**config.mk**
```make
export PLATFORM = sky130hd
export DESIGN_NAME = router_input_sync
export DESIGN_NICKNAME = d
export VERILOG_FILES = /design/src/rtl/router_pkg.sv /design/src/rtl/router_input_sync_fifo.sv /design/src/rtl/router_input_sync.sv
export SDC_FILE = /design/constraint.sdc
export NUM_CORES = 1
export LEC_CHECK = 0
export CAP_MARGIN = 30
export CORE_ASPECT_RATIO = 1.2
export CORE_MARGIN = 2
export CORE_UTILIZATION = 53
export DETAILED_ROUTE_END_ITERATION = 6
export PLACE_DENSITY = 0.77
export SKIP_CTS_REPAIR_TIMING = 1
export SYNTH_ARGS = -nofsm -noshare
export SYNTH_HDL_FRONTEND = slang
export SYNTH_SLANG_ARGS = --single-unit
```
**constraint.sdc**
```tcl
create_clock -name clk -period 9.6 [get_ports clk]
set_input_delay 1.44 -clock clk [delete_from_list [all_inputs] [get_ports clk]]
set_output_delay 1.44 -clock clk [all_outputs]
set_load 0.005 [all_outputs]
```
**src/rtl/router_pkg.sv**
```systemverilog
// router_pkg: router position types, output port indices and XY routing helpers
// shared by the mesh router blocks.
package router_pkg;

    typedef enum logic [3:0] {
        CENTER,
        CORNERNE,
        CORNERNW,
        CORNERSE,
        CORNERSW,
        EDGEN,
        EDGES,
        EDGEE,
        EDGEW
    } router_type;

    typedef enum logic [2:0] {
        PORT_E = 3'd0,
        PORT_W = 3'd1,
        PORT_N = 3'd2,
        PORT_S = 3'd3,
        PORT_L = 3'd4
    } port_e;

    localparam int NPORTS = 5;

    // Bit i set means output port i (E,W,N,S,L order) exists at this position.
    function automatic logic [NPORTS-1:0] port_mask(input router_type rt);
        logic [NPORTS-1:0] m;
        m = '1;
        case (rt)
            CORNERNE: m = 5'b11010;
            CORNERNW: m = 5'b11001;
            CORNERSE: m = 5'b10110;
            CORNERSW: m = 5'b10101;
            EDGEN:    m = 5'b11011;
            EDGES:    m = 5'b10111;
            EDGEE:    m = 5'b11110;
            EDGEW:    m = 5'b11101;
            default:  m = '1;
        endcase
        return m;
    endfunction

    // Dimension-ordered routing: resolve X first, then Y, else deliver locally.
    function automatic port_e xy_route(input logic [31:0] dstX, input logic [31:0] dstY,
                                       input logic [31:0] srcX, input logic [31:0] srcY);
        port_e p;
        if (dstX > srcX)      p = PORT_E;
        else if (dstX < srcX) p = PORT_W;
        else if (dstY > srcY) p = PORT_N;
        else if (dstY < srcY) p = PORT_S;
        else                  p = PORT_L;
        return p;
    endfunction

endpackage

```
**src/rtl/router_input_sync_fifo.sv**
```systemverilog
// flit_fifo: synchronous FIFO for router flits; pointers carry an extra wrap bit
// so that full and empty are told apart without a separate counter.
module flit_fifo #(
    parameter int N     = 32,
    parameter int DEPTH = 4
) (
    input  logic                     clk,
    input  logic                     rst,
    input  logic                     push_i,
    input  logic                     pop_i,
    input  logic [N-1:0]             data_i,
    output logic [N-1:0]             data_o,
    output logic                     full_o,
    output logic                     empty_o,
    output logic [$clog2(DEPTH):0]   count_o
);
    localparam int AW = $clog2(DEPTH);

    logic [N-1:0] mem_q [DEPTH];
    logic [AW:0]  wrPtr_q, wrPtr_d;
    logic [AW:0]  rdPtr_q, rdPtr_d;

    always_comb begin
        wrPtr_d = wrPtr_q + {{AW{1'b0}}, push_i};
        rdPtr_d = rdPtr_q + {{AW{1'b0}}, pop_i};
    end

    always_ff @(posedge clk) begin
        if (rst) begin
            wrPtr_q <= '0;
            rdPtr_q <= '0;
        end else begin
            wrPtr_q <= wrPtr_d;
            rdPtr_q <= rdPtr_d;
        end
    end

    // Storage needs no reset; the pointers alone define which entries are live.
    always_ff @(posedge clk) begin
        if (push_i) begin
            mem_q[wrPtr_q[AW-1:0]] <= data_i;
        end
    end

    assign data_o  = mem_q[rdPtr_q[AW-1:0]];
    assign empty_o = (wrPtr_q == rdPtr_q);
    assign full_o  = (wrPtr_q[AW] != rdPtr_q[AW]) && (wrPtr_q[AW-1:0] == rdPtr_q[AW-1:0]);
    assign count_o = wrPtr_q - rdPtr_q;

endmodule

```
**src/rtl/router_input_sync.sv**
```systemverilog
// router_input_sync: mesh router input port -- flit FIFO, XY route on the head, output
// stage with req/ack hand-off and a drop path. Define ROUTER_DROP_CNT_EN for drop_cnt.
module router_input_sync
    import router_pkg::*;
#(
    parameter router_type rtype = CORNERNE,
    parameter int N     = 32,
    parameter int XW    = 2,
    parameter int YW    = 2,
    parameter int SRCX  = 2,
    parameter int SRCY  = 2,
    parameter int DEPTH = 4
) (
    input  logic              clk,
    input  logic              rst,
    input  logic              in_req,
    output logic              in_ack,
    input  logic [N-1:0]      in_data,
    output logic [NPORTS-1:0] out_req,
    input  logic [NPORTS-1:0] out_ack,
    output logic [N-1:0]      out_data,
    output logic              drop
`ifdef ROUTER_DROP_CNT_EN
    ,
    output logic [15:0]       drop_cnt
`endif
);
    localparam int AW = $clog2(DEPTH);
    localparam logic [NPORTS-1:0] PORT_MASK = port_mask(rtype);
    localparam logic [AW+1:0] DEPTH_W = (AW+2)'(DEPTH);

    logic [N-1:0]      headData;
    logic              fifoFull, fifoEmpty;
    logic [AW:0]       fifoCount;
    logic              push, pop, loadNow, dropNow, stageFree, stageXfer, headOk;
    port_e             headPort;
    logic [NPORTS-1:0] headOneHot;
    logic [AW+1:0]     occNext;

    logic [NPORTS-1:0] outReq_q, outReq_d;
    logic [N-1:0]      outData_q, outData_d;
    logic              inAck_q, inAck_d;
    logic              drop_q;

    flit_fifo #(.N(N), .DEPTH(DEPTH)) fifo_u (
        .clk     (clk),
        .rst     (rst),
        .push_i  (push),
        .pop_i   (pop),
        .data_i  (in_data),
        .data_o  (headData),
        .full_o  (fifoFull),
        .empty_o (fifoEmpty),
        .count_o (fifoCount)
    );

    always_comb begin
        headPort = xy_route(32'(headData[N-1 -: XW]), 32'(headData[N-XW-1 -: YW]),
                            32'(SRCX), 32'(SRCY));
        headOneHot = '0;
        headOneHot[headPort] = 1'b1;
    end

    // A head bound for a missing port leaves the FIFO at once, whatever the stage holds.
    assign headOk    = (headOneHot & PORT_MASK) != '0;
    assign stageXfer = (outReq_q & out_ack) != '0;
    assign stageFree = (outReq_q == '0) || stageXfer;
    assign dropNow   = !fifoEmpty && !headOk;
    assign loadNow   = !fifoEmpty && headOk && stageFree;
    assign pop       = dropNow || loadNow;
    assign push      = in_req && inAck_q && !fifoFull;

    always_comb begin
        outReq_d  = outReq_q;
        outData_d = outData_q;
        if (loadNow) begin
            outReq_d  = headOneHot;
            outData_d = headData;
        end else if (stageXfer) begin
            outReq_d  = '0;
        end
        occNext = {1'b0, fifoCount} + {{(AW+1){1'b0}}, push} - {{(AW+1){1'b0}}, pop};
        inAck_d = occNext < DEPTH_W;
    end

    always_ff @(posedge clk) begin
        if (rst) begin
            outReq_q  <= '0;
            outData_q <= '0;
            inAck_q   <= 1'b0;
            drop_q    <= 1'b0;
        end else begin
            outReq_q  <= outReq_d;
            outData_q <= outData_d;
            inAck_q   <= inAck_d;
            drop_q    <= dropNow;
        end
    end

`ifdef ROUTER_DROP_CNT_EN
    logic [15:0] dropCnt_q;

    always_ff @(posedge clk) begin
        if (rst) begin
            dropCnt_q <= '0;
        end else if (dropNow && (dropCnt_q != 16'hFFFF)) begin
            dropCnt_q <= dropCnt_q + 16'd1;
        end
    end

    assign drop_cnt = dropCnt_q;
`endif

    assign in_ack   = inAck_q;
    assign out_req  = outReq_q;
    assign out_data = outData_q;
    assign drop     = drop_q;

endmodule
```
# Word level (Yosys, flattened, before mapping)
# Memories as Yosys holds them, arrays and structs flattened. A register that Yosys moved wholly into a read port is not among the register bits.
# Cells that the tools add are included.
[word_totals] reg_bits=45 ramBits=128 n_memories=1
[mem_list] name="fifo_u.mem_q" depth=4 width=32 rd=1 rd_clocked_by_memory_dff=1 wr=1 line="router_input_sync_fifo.sv:19" text="logic [N-1:0] mem_q [DEPTH];"
[op_classes] addsub=5 magnitude_cmp=7 n_eq_ne=3 n_mux=11 bitwise_logic=1 n_reduce_logical=16
[ops] operator="$mux 3" n=4
[ops] operator="$mux 5" n=2
[ops] operator="$reduce_bool 5->1" n=2
[ops] operator="$logic_and 1x1->1" n=7
[ops] operator="$add 3x1->3" n=2
[ops] operator="$and 5x5->5" n=1
[ops] operator="$logic_not 5->1" n=1
[ops] operator="$add 3x1->4" n=1
[ops] operator="$gt 2x2->1 const B" n=2
[ops] operator="$lt 2x2->1 const B" n=2
[ops] operator="$lt 3x4->1 const B" n=1
[ops] operator="$lt 4x3->1 const B" n=1
[ops] operator="$sub 4x1->4" n=1
[ops] operator="$demux 1 s3" n=1
[ops] operator="$eq 3x3->1" n=1
[ops] operator="$ge 3x1->1 const B" n=1
[ops] operator="$logic_not 1->1" n=3
[ops] operator="$mux 1" n=3
[ops] operator="$sub 3x3->3" n=1
[ops] operator="$eq 2x2->1" n=1
[ops] operator="$logic_or 1x1->1" n=2
[ops] operator="$mux 2" n=1
[ops] operator="$reduce_bool 2->1" n=1
[ops] operator="$ne 1x1->1" n=1

# Depth between registers and ports, before layout
# Gate-level depths: netlist of the first run.
[logic_depth] depth_word=15 mapped_depth=15 ltp_nobuf=11

# Cells and area by module
# From an unflattened synthesis of the first run, not the netlist that was laid out.
[unflattened] cells_unflattened=337 area_unflattened_um2=6527.5
[modules_own_cells] module="flit_fifo" n_inst=1 cells_per_inst=203 area_per_inst_um2=5001.0
[modules_own_cells] module="router_input_sync" n_inst=1 cells_per_inst=134 area_per_inst_um2=1526.5

# Worst setup path after synthesis of the first run
# No wires, ideal clock.
[synth_timing] path_kind="reg2reg" start="register fifo_u.rdPtr_q[1]" end="memory fifo_u.mem_q[0][0], enable pin" setup_time_ns=0.461 arrival_ns=4.092 required_ns=9.139 setup_slack_ns=5.047 stages_incl_launch_ff=9 path_buffers=3 period_less_slack_ns=4.553 cell_sequence="dfxtp_1 -> clkbuf_1 -> clkbuf_1 -> buf_1 -> inv_1 -> ha_1 -> nand2_1 -> o211ai_1 -> nor3_1"
[synth_between] elab_chain_cells=6
[synth_lines] item="start: declaration" line="router_input_sync_fifo.sv:21" text="logic [AW:0] rdPtr_q, rdPtr_d;"
[synth_lines] item="start signal: assignment" line="router_input_sync_fifo.sv:34" text="rdPtr_q <= rdPtr_d;"
[synth_lines] item="$eq 2x2->1" line="router_input_sync_fifo.sv:47" text="assign full_o = (wrPtr_q[AW] != rdPtr_q[AW]) && (wrPtr_q[AW-1:0] == rdPtr_q[AW-1:0]);"
[synth_lines] item="$logic_and 1x1->1" line="router_input_sync_fifo.sv:47"
[synth_lines] item="$logic_not 1->1" line="router_input_sync.sv:71" text="assign push = in_req && inAck_q && !fifoFull;"
[synth_lines] item="$logic_and 1x1->1" line="router_input_sync.sv:71"
[synth_lines] item="$mux 1" line="router_input_sync_fifo.sv:40" text="if (push_i) begin"
[synth_lines] item="$mux 1 (not written as such)" line="router_input_sync_fifo.sv:41" text="mem_q[wrPtr_q[AW-1:0]] <= data_i;"
[synth_lines] item="end: declaration" line="router_input_sync_fifo.sv:19"
# Every way passes these cells.

# Worst setup path in the final report of the first run
[layout_timing] start="register fifo_u.rdPtr_q[0]" end="register outData_q[27], in the netlist out_data[27]"
[layout_between] elab_chain_cells=4
[layout_lines] item="$eq 3x3->1" line="router_input_sync_fifo.sv:46" text="assign empty_o = (wrPtr_q == rdPtr_q);"
[layout_lines] item="$logic_not 1->1" line="router_input_sync.sv:69" text="assign loadNow = !fifoEmpty && headOk && stageFree;"
[layout_lines] item="$logic_and 1x1->1 (2 in a row)" line="router_input_sync.sv:69"
[layout_lines] item="end signal: assignment" line="router_input_sync.sv:94" text="outData_q <= outData_d;"
[layout_lines] item="end: declaration" line="router_input_sync.sv:41" text="logic [N-1:0] outData_q, outData_d;"
# Every way passes these cells.
# A chain may end at the register's enable or synchronous reset.

==> metrics, run 1 <==
Initial DRC Count 174; DR vias/cell between 5 and 6; Post-Syn Area about 6500 µm²; DR WL/cell 18.8 µm; FMAX 276 MHz; Core Area approximately 12000 µm²; Post-synth EDFFs 128; sequential share of the synthesized area 73.4%; syn nets 402; setup TNS 0 ns; CP most frequent cell buf_4; Place WS about 5.6 ns; Layout area overhead 25.0%; die width 105 µm; dpl hpwl 6930 µm; Final WS setup 5.97 ns; layout cells sized above 1 about 17%; share of the synthesized area in the top cell type approximately three fifths; Post-DRT Antenna Nets 0; Tmin final between 3 and 4 ns; GRT Overall Usage between 10% and 20%; hold_ws ~0.5 ns; Ant. Diodes 0; DRT Wirelength between 10000 and 15000 µm; boundary pin count 79; area leader, netlist edfxtp_1; PwrDens 267 nW/µm²; fillcell total ~850; critical path's top delay family buffers and inverters; top post-synthesis cells by area edfxtp_1 (59%), dfxtp_1 (14%), mux4_2 (11%), mux2i_1 (4.8%), nor2_1 (2.2%); Port Buffers 78; CTS Buffer Depth 2; antenna violations before repair 0; chip height 125 µm; CTS Sinks between 150 and 200; crit share post-route 37.8%; final slew viol count 0; Crit path buffers/inverters 3; DR DRC count 0; crit path kind register to register; Main synth FF type edfxtp_1; detailed-route via count 3302; Design Power around 0.0022 W; CP peak stage delay between 0.6 and 0.7 ns; Cells after Synth between 300 and 400; count of final hold-check violations 0; max cap viols 0; final setup violation count 0; Remaining Overflow, GRT 0; worst endpoint required time a little under 10 ns; status completed; TritonCTS Buffers 17; ys async rst share 0%; First-pass DRT Iterations 4; CP endpoint kind register; count of cell types in the netlist 35; Synth Register Bits approximately 170; root buffer cell clkbuf_16; crit-path cells buf_4 > mux4_2 > a21o_1 > a211oi_4 > buf_8 > buf_4 > mux2i_1 > nor2_1; most common cell after layout, fill and taps aside edfxtp_1; worst-margin pin slew approximately 0.98 ns; most frequent cells in the layout edfxtp_1 (128), clkdlybuf4s50_1 (77), dfxtp_1 (43), nor2_1 (36), mux4_2 (32); Nets between 400 and 500; largest net degree at the start of global routing 45; Critical Path Slowest Stage Cell dfxtp_2; row cnt 44; final core occ roughly two thirds; worst hold path type register to register; Synth Warn # 0; Die ar. between 10000 and 15000 µm²; syn avg cell area ~18 µm²; Worst VDD drop approximately 0.14 mV; crit path DAT 3.89 ns; CP Max Fanout 19; first-pass GRT wire length roughly 18000 µm; CTS tree built; leakage approximately 2.7 nW; unrepaired setup endpoints after global routing false; H-tree levels 4; Starting Density a little over half; RD Place Congestion 0.695; clock latency on the worst-skew pair 0.42 ns; CP startpoint kind register; clk_skew 0.0109 ns; vias in the first global route roughly 3400; clock slew seen by the registers of the worst setup and hold paths about 0.060 ns; Slew headroom between 30% and 40%
-- cells by family after synthesis --
kind of cell	after synthesis	share of synthesized area [%]
flip-flops	173	73.4
AND/OR/NAND/NOR	66	4.67
multiplexers	63	16.0
buffers and inverters	23	1.76
AO/OA/AOI/OAI	12	1.47
adder cells (fa/ha/maj)	10	2.05
XOR/XNOR	5	0.678
-- area by class of cell --
| class | count | area, µm² | share of cell area [%] |
|---|---|---|---|
| sequential | 173 | 4750 | 58.8 |
| multi-input combinational | 156 | 1630 | 20.2 |
| timing repair buffer | 86 | 883 | 10.9 |
| clock buffer | 25 | 544 | 6.74 |
| tap | 161 | 201 | 2.49 |
| clock inverter | 7 | 47.5 | 0.589 |
| inverter | 6 | 22.5 | 0.279 |
-- worst register-to-register path: cells and delay by family (launching register included) --
| kind | cells | cell delay (ns) |
|---|---|---|
| buffers and inverters | 3 | 1.06 |
| multiplexers | 2 | 0.84 |
| AO/OA/AOI/OAI | 2 | 0.82 |
| flip-flops | 1 | 0.69 |
| AND/OR/NAND/NOR | 1 | 0.07 |
-- path summary, 6_finish.rpt --
check	startpoint	endpoint	slack, ns	cells after the start
worst max-delay path	fifo_u.rdPtr_q[0]	out_data[27]	5.97	8
worst min-delay path	out_data[24]	out_data[24]	0.49	2
worst max register to register	fifo_u.rdPtr_q[0]	out_data[27]	5.97	8
worst min register to register	out_data[24]	out_data[24]	0.49	2
-- synth_stat cells (2+ instances only) --
cell / n
ha_1: 9
xnor2_1: 4
a21o_1: 2
or3_1: 3
nor3_1: 5
dfxtp_1: 45
nor2_1: 38
mux4_2: 32
buf_1: 3
mux2i_1: 31
inv_1: 6
buf_6: 3
nor2b_1: 4
nand2_1: 6
clkbuf_1: 9
a21oi_1: 4
and2_1: 3
edfxtp_1: 128
-- report_power, final --
group          leakage [nW]  switching [W]  internal [W]  total, W
clock network         0.292       0.000271      0.000397  0.000668
registers              1.52      0.0000707      0.000880  0.000950
logic                 0.877       0.000227      0.000313  0.000541
total                  2.69       0.000569       0.00159   0.00216
-- state kept, by name, summed over array words and instances, names as in the netlist --
| signal | cells |
|---|---|
| drop | 1 |
| fifo_u.wrPtr_q | 3 |
| out_req | 5 |
| fifo_u.rdPtr_q | 3 |
| fifo_u.mem_q | 128 |
| in_ack | 1 |
| out_data | 32 |
-- layer usage --
metal	part of all wire (%)	vias to the layer above	routed length [µm]	global-route usage, %
li1	-	1529	-	-
met1	42	1670	4840	22.9
met2	51	84	5900	30.7
met3	4.5	19	515	4.90
met4	2.2	0	257	8.08
met5	0	-	0	0
-- stage by stage --
stage	area [µm²]	instances
2_1_floorplan	6460	352
4_1_cts	8080	614
6_report	8080	614
5_1_grt	8080	614
3_5_place_dp	7480	582
3_3_place_gp	7410	579
Note: power is estimated with default switching activity, not from simulation.
==> run 2: changes to the inputs <==
==> constraint.sdc (replaced) <==
create_clock -name clk -period 3.5 [get_ports clk]
set_input_delay 0.525 -clock clk [delete_from_list [all_inputs] [get_ports clk]]
set_output_delay 0.525 -clock clk [all_outputs]
set_load 0.005 [all_outputs]
==> metrics, run 2 (synthesis results as in run 1) <==
status completed (unchanged); H-tree levels 4 (unchanged); CP startpoint kind register (unchanged); worst endpoint required time 3.84 ns (was 9.86 ns); chip height 125 µm (unchanged); DR WL/cell 18.5 µm (was 18.8 µm); max cap viols 0 (unchanged); CTS tree built (unchanged); antenna violations before repair 0 (unchanged); reg-to-reg endpoint in_ack (was out_data[27]); Crit path buffers/inverters 2 (was 3); Largest register FFs 128 (unchanged); multi-input logic area 1640 µm² (was 1630 µm²); Switch Pwr 0.00157 W (was 0.000569 W); Critical Path Slowest Stage Cell dfxtp_1 (was dfxtp_2); final slew viol count 0 (unchanged); most common cell after layout, fill and taps aside edfxtp_1 (unchanged); First-pass DRT Iterations 4 (unchanged); RD Place Congestion 0.718 (was 0.695); boundary pin count 79 (unchanged); Slew headroom 38.6% (was 34.2%); GRT Overall Usage 18.9% (was 18.5%); crit-path cells inv_1 > ha_1 > and3_1 > or2_1 > o21ai_0 > ha_1 > inv_1 > ha_1 > a21o_1 > or3_1 > a21oi_1 (was buf_4 > mux4_2 > a21o_1 > a211oi_4 > buf_8 > buf_4 > mux2i_1 > nor2_1); clk_skew 0.0155 ns (was 0.0109 ns); count of final hold-check violations 0 (unchanged); crit path DAT 3.16 ns (was 3.89 ns); Starting Density 53.8% (unchanged); worst hold path type register to register (unchanged); leakage 2.68 nW (was 2.69 nW); PwrDens 732 nW/µm² (was 267 nW/µm²); clock latency on the worst-skew pair 0.42 ns (about the same); TritonCTS Buffers 17 (unchanged); crit path from fifo_u.wrPtr_q[0] (was fifo_u.rdPtr_q[0]); Ant. Diodes 0 (unchanged); row cnt 44 (unchanged); final setup violation count 0 (unchanged); Int Pwr 0.00434 W (was 0.00159 W); Design Power 0.00591 W (was 0.00216 W); Sw Ratio 26.6% (was 26.4%); layout cells sized above 1 18.0% (was 17.0%); CTS Sinks 173 (unchanged); dpl hpwl 7000 µm (was 6930 µm); crit path kind register to register (unchanged); CP most frequent cell ha_1 (was buf_4); CTS Buffer Depth 2 (unchanged); post-placement cell count 585 (was 582); power share of the clock group 30.9% (about the same); crit share post-route 80.6% (was 37.8%); Post-DRT Antenna Nets 0 (unchanged); Layout area overhead 25.0% (about the same); reg2reg setup slack 0.68 ns (was 5.97 ns); clock slew seen by the registers of the worst setup and hold paths 0.06 ns (about the same); worst-margin pin slew 0.921 ns (was 0.981 ns); CP Depth 11 (was 8); CP Max Fanout 6 (was 19); sequential share of power 43.0% (was 44.0%); first-pass GRT wire length 18400 µm (was 18000 µm); most frequent cells in the layout edfxtp_1 (128), clkdlybuf4s50_1 (77), dfxtp_1 (43), nor2_1 (36), mux4_2 (32) (unchanged); worst setup path end in_ack (was out_data[27]); CP peak stage delay 0.46 ns (was 0.69 ns); DR vias/cell 5.36 (was 5.38); Comb power frac 26.0% (was 25.1%); Nets 493 (was 490); detailed-route via count 3306 (was 3302); Port Buffers 78 (unchanged); FMAX 354 MHz (was 276 MHz); Layout Cells excl Fill 617 (was 614); Worst VDD drop 0.367 mV (was 0.137 mV); worst r2r src fifo_u.wrPtr_q[0] (was fifo_u.rdPtr_q[0]); Remaining Overflow, GRT 0 (unchanged); fillcell total 825 (was 846); Core Area 12000 µm² (unchanged); R2R cell count 11 (was 8); Reg area 4750 µm² (unchanged); Tmin final 2.82 ns (was 3.63 ns); CP endpoint kind register (unchanged); DR DRC count 0 (unchanged); die width 105 µm (unchanged); vias in the first global route 3517 (was 3378); root buffer cell clkbuf_16 (unchanged); DRT Wirelength 11400 µm (was 11500 µm); largest net degree at the start of global routing 45 (unchanged); Initial DRC Count 186 (was 174); Die ar. 13100 µm² (unchanged); unrepaired setup endpoints after global routing false (unchanged); critical path's top delay family simple AND/OR/NAND/NOR gates (was buffers and inverters)
[run 2: worst min path at each step]
stage | endpoint | depth (start not counted) | start | slack [ns]
detailed placement | out_data[24] | 2 | out_data[24] | 0.49
global placement | out_data[20] | 2 | out_data[20] | 0.47
global route | out_req[0] | 1 | out_req[0] | 0.53
finish | out_data[19] | 2 | out_data[19] | 0.50
floorplan | out_req[3] | 2 | out_req[3] | 0.47
CTS | out_req[3] | 2 | out_req[3] | 0.51
[run 2: layer usage]
metal	vias to the layer above	track usage (%)	wire, µm
met2	82	32.1	6130
li1	1538	-	-
met3	6	5.79	492
met5	-	0	0
met1	1680	23.4	4690
met4	0	5.88	92
[run 2: worst register-to-register path: stages (launching register included)]
cell and delay (ns):
dfxtp_1 0.46, inv_1 0.18, ha_1 0.34, and3_1 0.25, or2_1 0.29, o21ai_0 0.13, ha_1 0.20, inv_1 0.04
ha_1 0.27, a21o_1 0.17, or3_1 0.31, a21oi_1 0.12
[run 2: power by group through the flow]
stage / Sequential, W / Combinational [W] / Clock, W
after global routing: 0.00258 / 0.00170 / 0.00194
after floorplan: 0.00255 / 0.00103 / 0
after CTS: 0.00255 / 0.00157 / 0.00186
final: 0.00255 / 0.00154 / 0.00183
after global placement: 0.00258 / 0.00152 / 0
after detailed placement: 0.00259 / 0.00155 / 0
[run 2: layout make-up]
type,count,share of cell area (%)
Sequential cell,173,58.8
Tap cell,161,2.49
Clock inverter,13,1.73
Clock buffer,19,5.48
Inverter,6,0.279
Timing Repair Buffer,89,10.9
Multi-Input combinational cell,156,20.3
[run 2: per-stage QoR]
stage / instance area (µm²) / TNS, ns / setup WS [ns] / hold WS (ns) / util (%)
2_1_floorplan: 6470 / -28.22 / -0.344 / 0.472 / -
3_3_place_gp: 7500 / 0 / 0.470 / 0.471 / 62.5
3_5_place_dp: 7500 / 0 / 0.365 / 0.493 / 62.5
4_1_cts: 8080 / 0 / 0.667 / 0.505 / 67.3
5_1_grt: 8080 / 0 / 0.468 / 0.535 / 67.3
6_report: 8080 / 0 / 0.679 / 0.497 / 67.3
==> run 3: changes to the inputs <==
==> constraint.sdc (replaced) <==
create_clock -name clk -period 2.85 [get_ports clk]
set_input_delay 0.4275 -clock clk [delete_from_list [all_inputs] [get_ports clk]]
set_output_delay 0.4275 -clock clk [all_outputs]
set_load 0.005 [all_outputs]
==> metrics, run 3 (synthesis results as in run 1) <==
DR WL/cell 18.1 µm (was 18.5 µm); Slew headroom 53.0% (was 38.6%); post-placement cell count 596 (was 585); root buffer cell clkbuf_16 (unchanged); Core Area 12000 µm² (unchanged); Die ar. 13100 µm² (unchanged); CP Depth 10 (was 11); worst hold path type register to register (unchanged); dpl hpwl 7110 µm (was 7000 µm); Remaining Overflow, GRT 0 (unchanged); CTS Buffer Depth 2 (unchanged); Ant. Diodes 0 (unchanged); Layout area overhead 25.3% (was 25.0%); hold depth 2 (unchanged); FMAX 385 MHz (was 354 MHz); most common cell after layout, fill and taps aside edfxtp_1 (unchanged); worst-margin pin slew 0.705 ns (was 0.921 ns); Initial DRC Count 195 (was 186); setup TNS 0 ns (unchanged); chip height 125 µm (unchanged); DRT Wirelength 11400 µm (about the same); final core occ 67.5% (was 67.3%); Worst VDD drop 0.394 mV (was 0.367 mV); first-pass GRT wire length 18500 µm (was 18400 µm); crit path DAT 2.94 ns (was 3.16 ns); Nets 504 (was 493); unrepaired setup endpoints after global routing false (unchanged); count of final hold-check violations 0 (unchanged); boundary pin count 79 (unchanged); DR vias/cell 5.28 (was 5.36); worst endpoint required time 3.19 ns (was 3.84 ns); max cap viols 0 (unchanged); H-tree levels 4 (unchanged); layout cells sized above 1 19.5% (was 18.0%); Largest register FFs 128 (unchanged); crit share post-route 91.2% (was 80.6%); post-route cell area 8100 µm² (was 8080 µm²); Crit path buffers/inverters 1 (was 2); final setup violation count 0 (unchanged); most frequent cells in the layout edfxtp_1 (128), clkdlybuf4s50_1 (77), dfxtp_1 (42), nor2_1 (36), mux4_2 (32) (was edfxtp_1 (128), clkdlybuf4s50_1 (77), dfxtp_1 (43), nor2_1 (36), mux4_2 (32)); First-pass DRT Iterations 5 (was 4); Layout Cells excl Fill 628 (was 617); CP peak stage delay 0.56 ns (was 0.46 ns); clock slew seen by the registers of the worst setup and hold paths 0.06 ns (about the same); row cnt 44 (unchanged); CP endpoint kind register (unchanged); DP Area 7550 µm² (was 7500 µm²); CP Max Fanout 8 (was 6); die width 105 µm (unchanged); clock latency on the worst-skew pair 0.42 ns (about the same); CTS tree built (unchanged); RD Place Congestion 0.782 (was 0.718); largest net degree at the start of global routing 35 (was 45); Port Buffers 78 (unchanged); CP startpoint kind register (unchanged); DR DRC count 0 (unchanged); final slew viol count 0 (unchanged); crit path kind register to register (unchanged); clk_skew 0.0118 ns (was 0.0155 ns); leakage 2.70 nW (was 2.68 nW); vias in the first global route 3598 (was 3517); PwrDens 887 nW/µm² (was 732 nW/µm²); critical path's top delay family compound AO/OA/AOI/OAI gates (was simple AND/OR/NAND/NOR gates); Critical Path Slowest Stage Cell mux4_2 (was dfxtp_1); detailed-route via count 3318 (was 3306); Tmin final 2.60 ns (was 2.82 ns); Post-DRT Antenna Nets 0 (unchanged); TritonCTS Buffers 17 (unchanged); status completed (unchanged); Starting Density 53.8% (unchanged); GRT Overall Usage 18.8% (was 18.9%); R2R cell count 10 (was 11); CTS Sinks 173 (unchanged); crit-path cells mux4_2 > a21o_1 > nand2_1 > o21ai_0 > ha_1 > inv_1 > ha_1 > a21o_1 > or3_1 > a21oi_1 (was inv_1 > ha_1 > and3_1 > or2_1 > o21ai_0 > ha_1 > inv_1 > ha_1 > a21o_1 > or3_1 > a21oi_1); antenna violations before repair 0 (unchanged)
run 3: layout make-up:
| class | count | area (µm²) |
|---|---|---|
| well taps | 161 | 201 |
| inverters | 6 | 22.5 |
| clock inverters | 11 | 95.1 |
| clock buffers | 21 | 450 |
| fillers | 850 | 3900 |
| multi-input cells | 156 | 1640 |
| repair buffers | 100 | 941 |
| flip-flops and latches | 173 | 4750 |
run 3: per-layer routing:
metal	part of all wire [%]	GRT usage (%)
met5	0	0
met4	1.3	7.29
met3	3.5	4.33
met2	54	32.4
met1	41	23.1
run 3: power breakdown:
group | switching (W) | internal (W) | leakage [nW]
clock network | 0.000886 | 0.00122 | 0.253
registers | 0.000147 | 0.00296 | 1.52
logic | 0.000873 | 0.00110 | 0.930
total | 0.00191 | 0.00528 | 2.70
run 3: worst paths after layout:
| path | start | end | slack [ns] |
|---|---|---|---|
| worst max-delay path | fifo_u.rdPtr_q[0] | in_ack | 0.25 |
| worst min-delay path | out_data[3] | out_data[3] | 0.49 |
| worst max register to register | fifo_u.rdPtr_q[0] | in_ack | 0.25 |
| worst min register to register | out_data[3] | out_data[3] | 0.49 |
run 3: per-stage QoR:
stage	total power, W	hold slack (ns)	setup slack (ns)
6_report	0.00719	0.494	0.252
3_5_place_dp	0.00514	0.485	0.0398
5_1_grt	0.00754	0.526	0.0578
4_1_cts	0.00727	0.495	0.153
2_1_floorplan	0.00443	0.472	-0.00584
3_3_place_gp	0.00509	0.471	0.0852
run 3: worst min-delay path, cell delays in order (launching register included):
cell and delay (ns):
dfxtp_1 0.32, mux2i_1 0.06, nor2_1 0.07
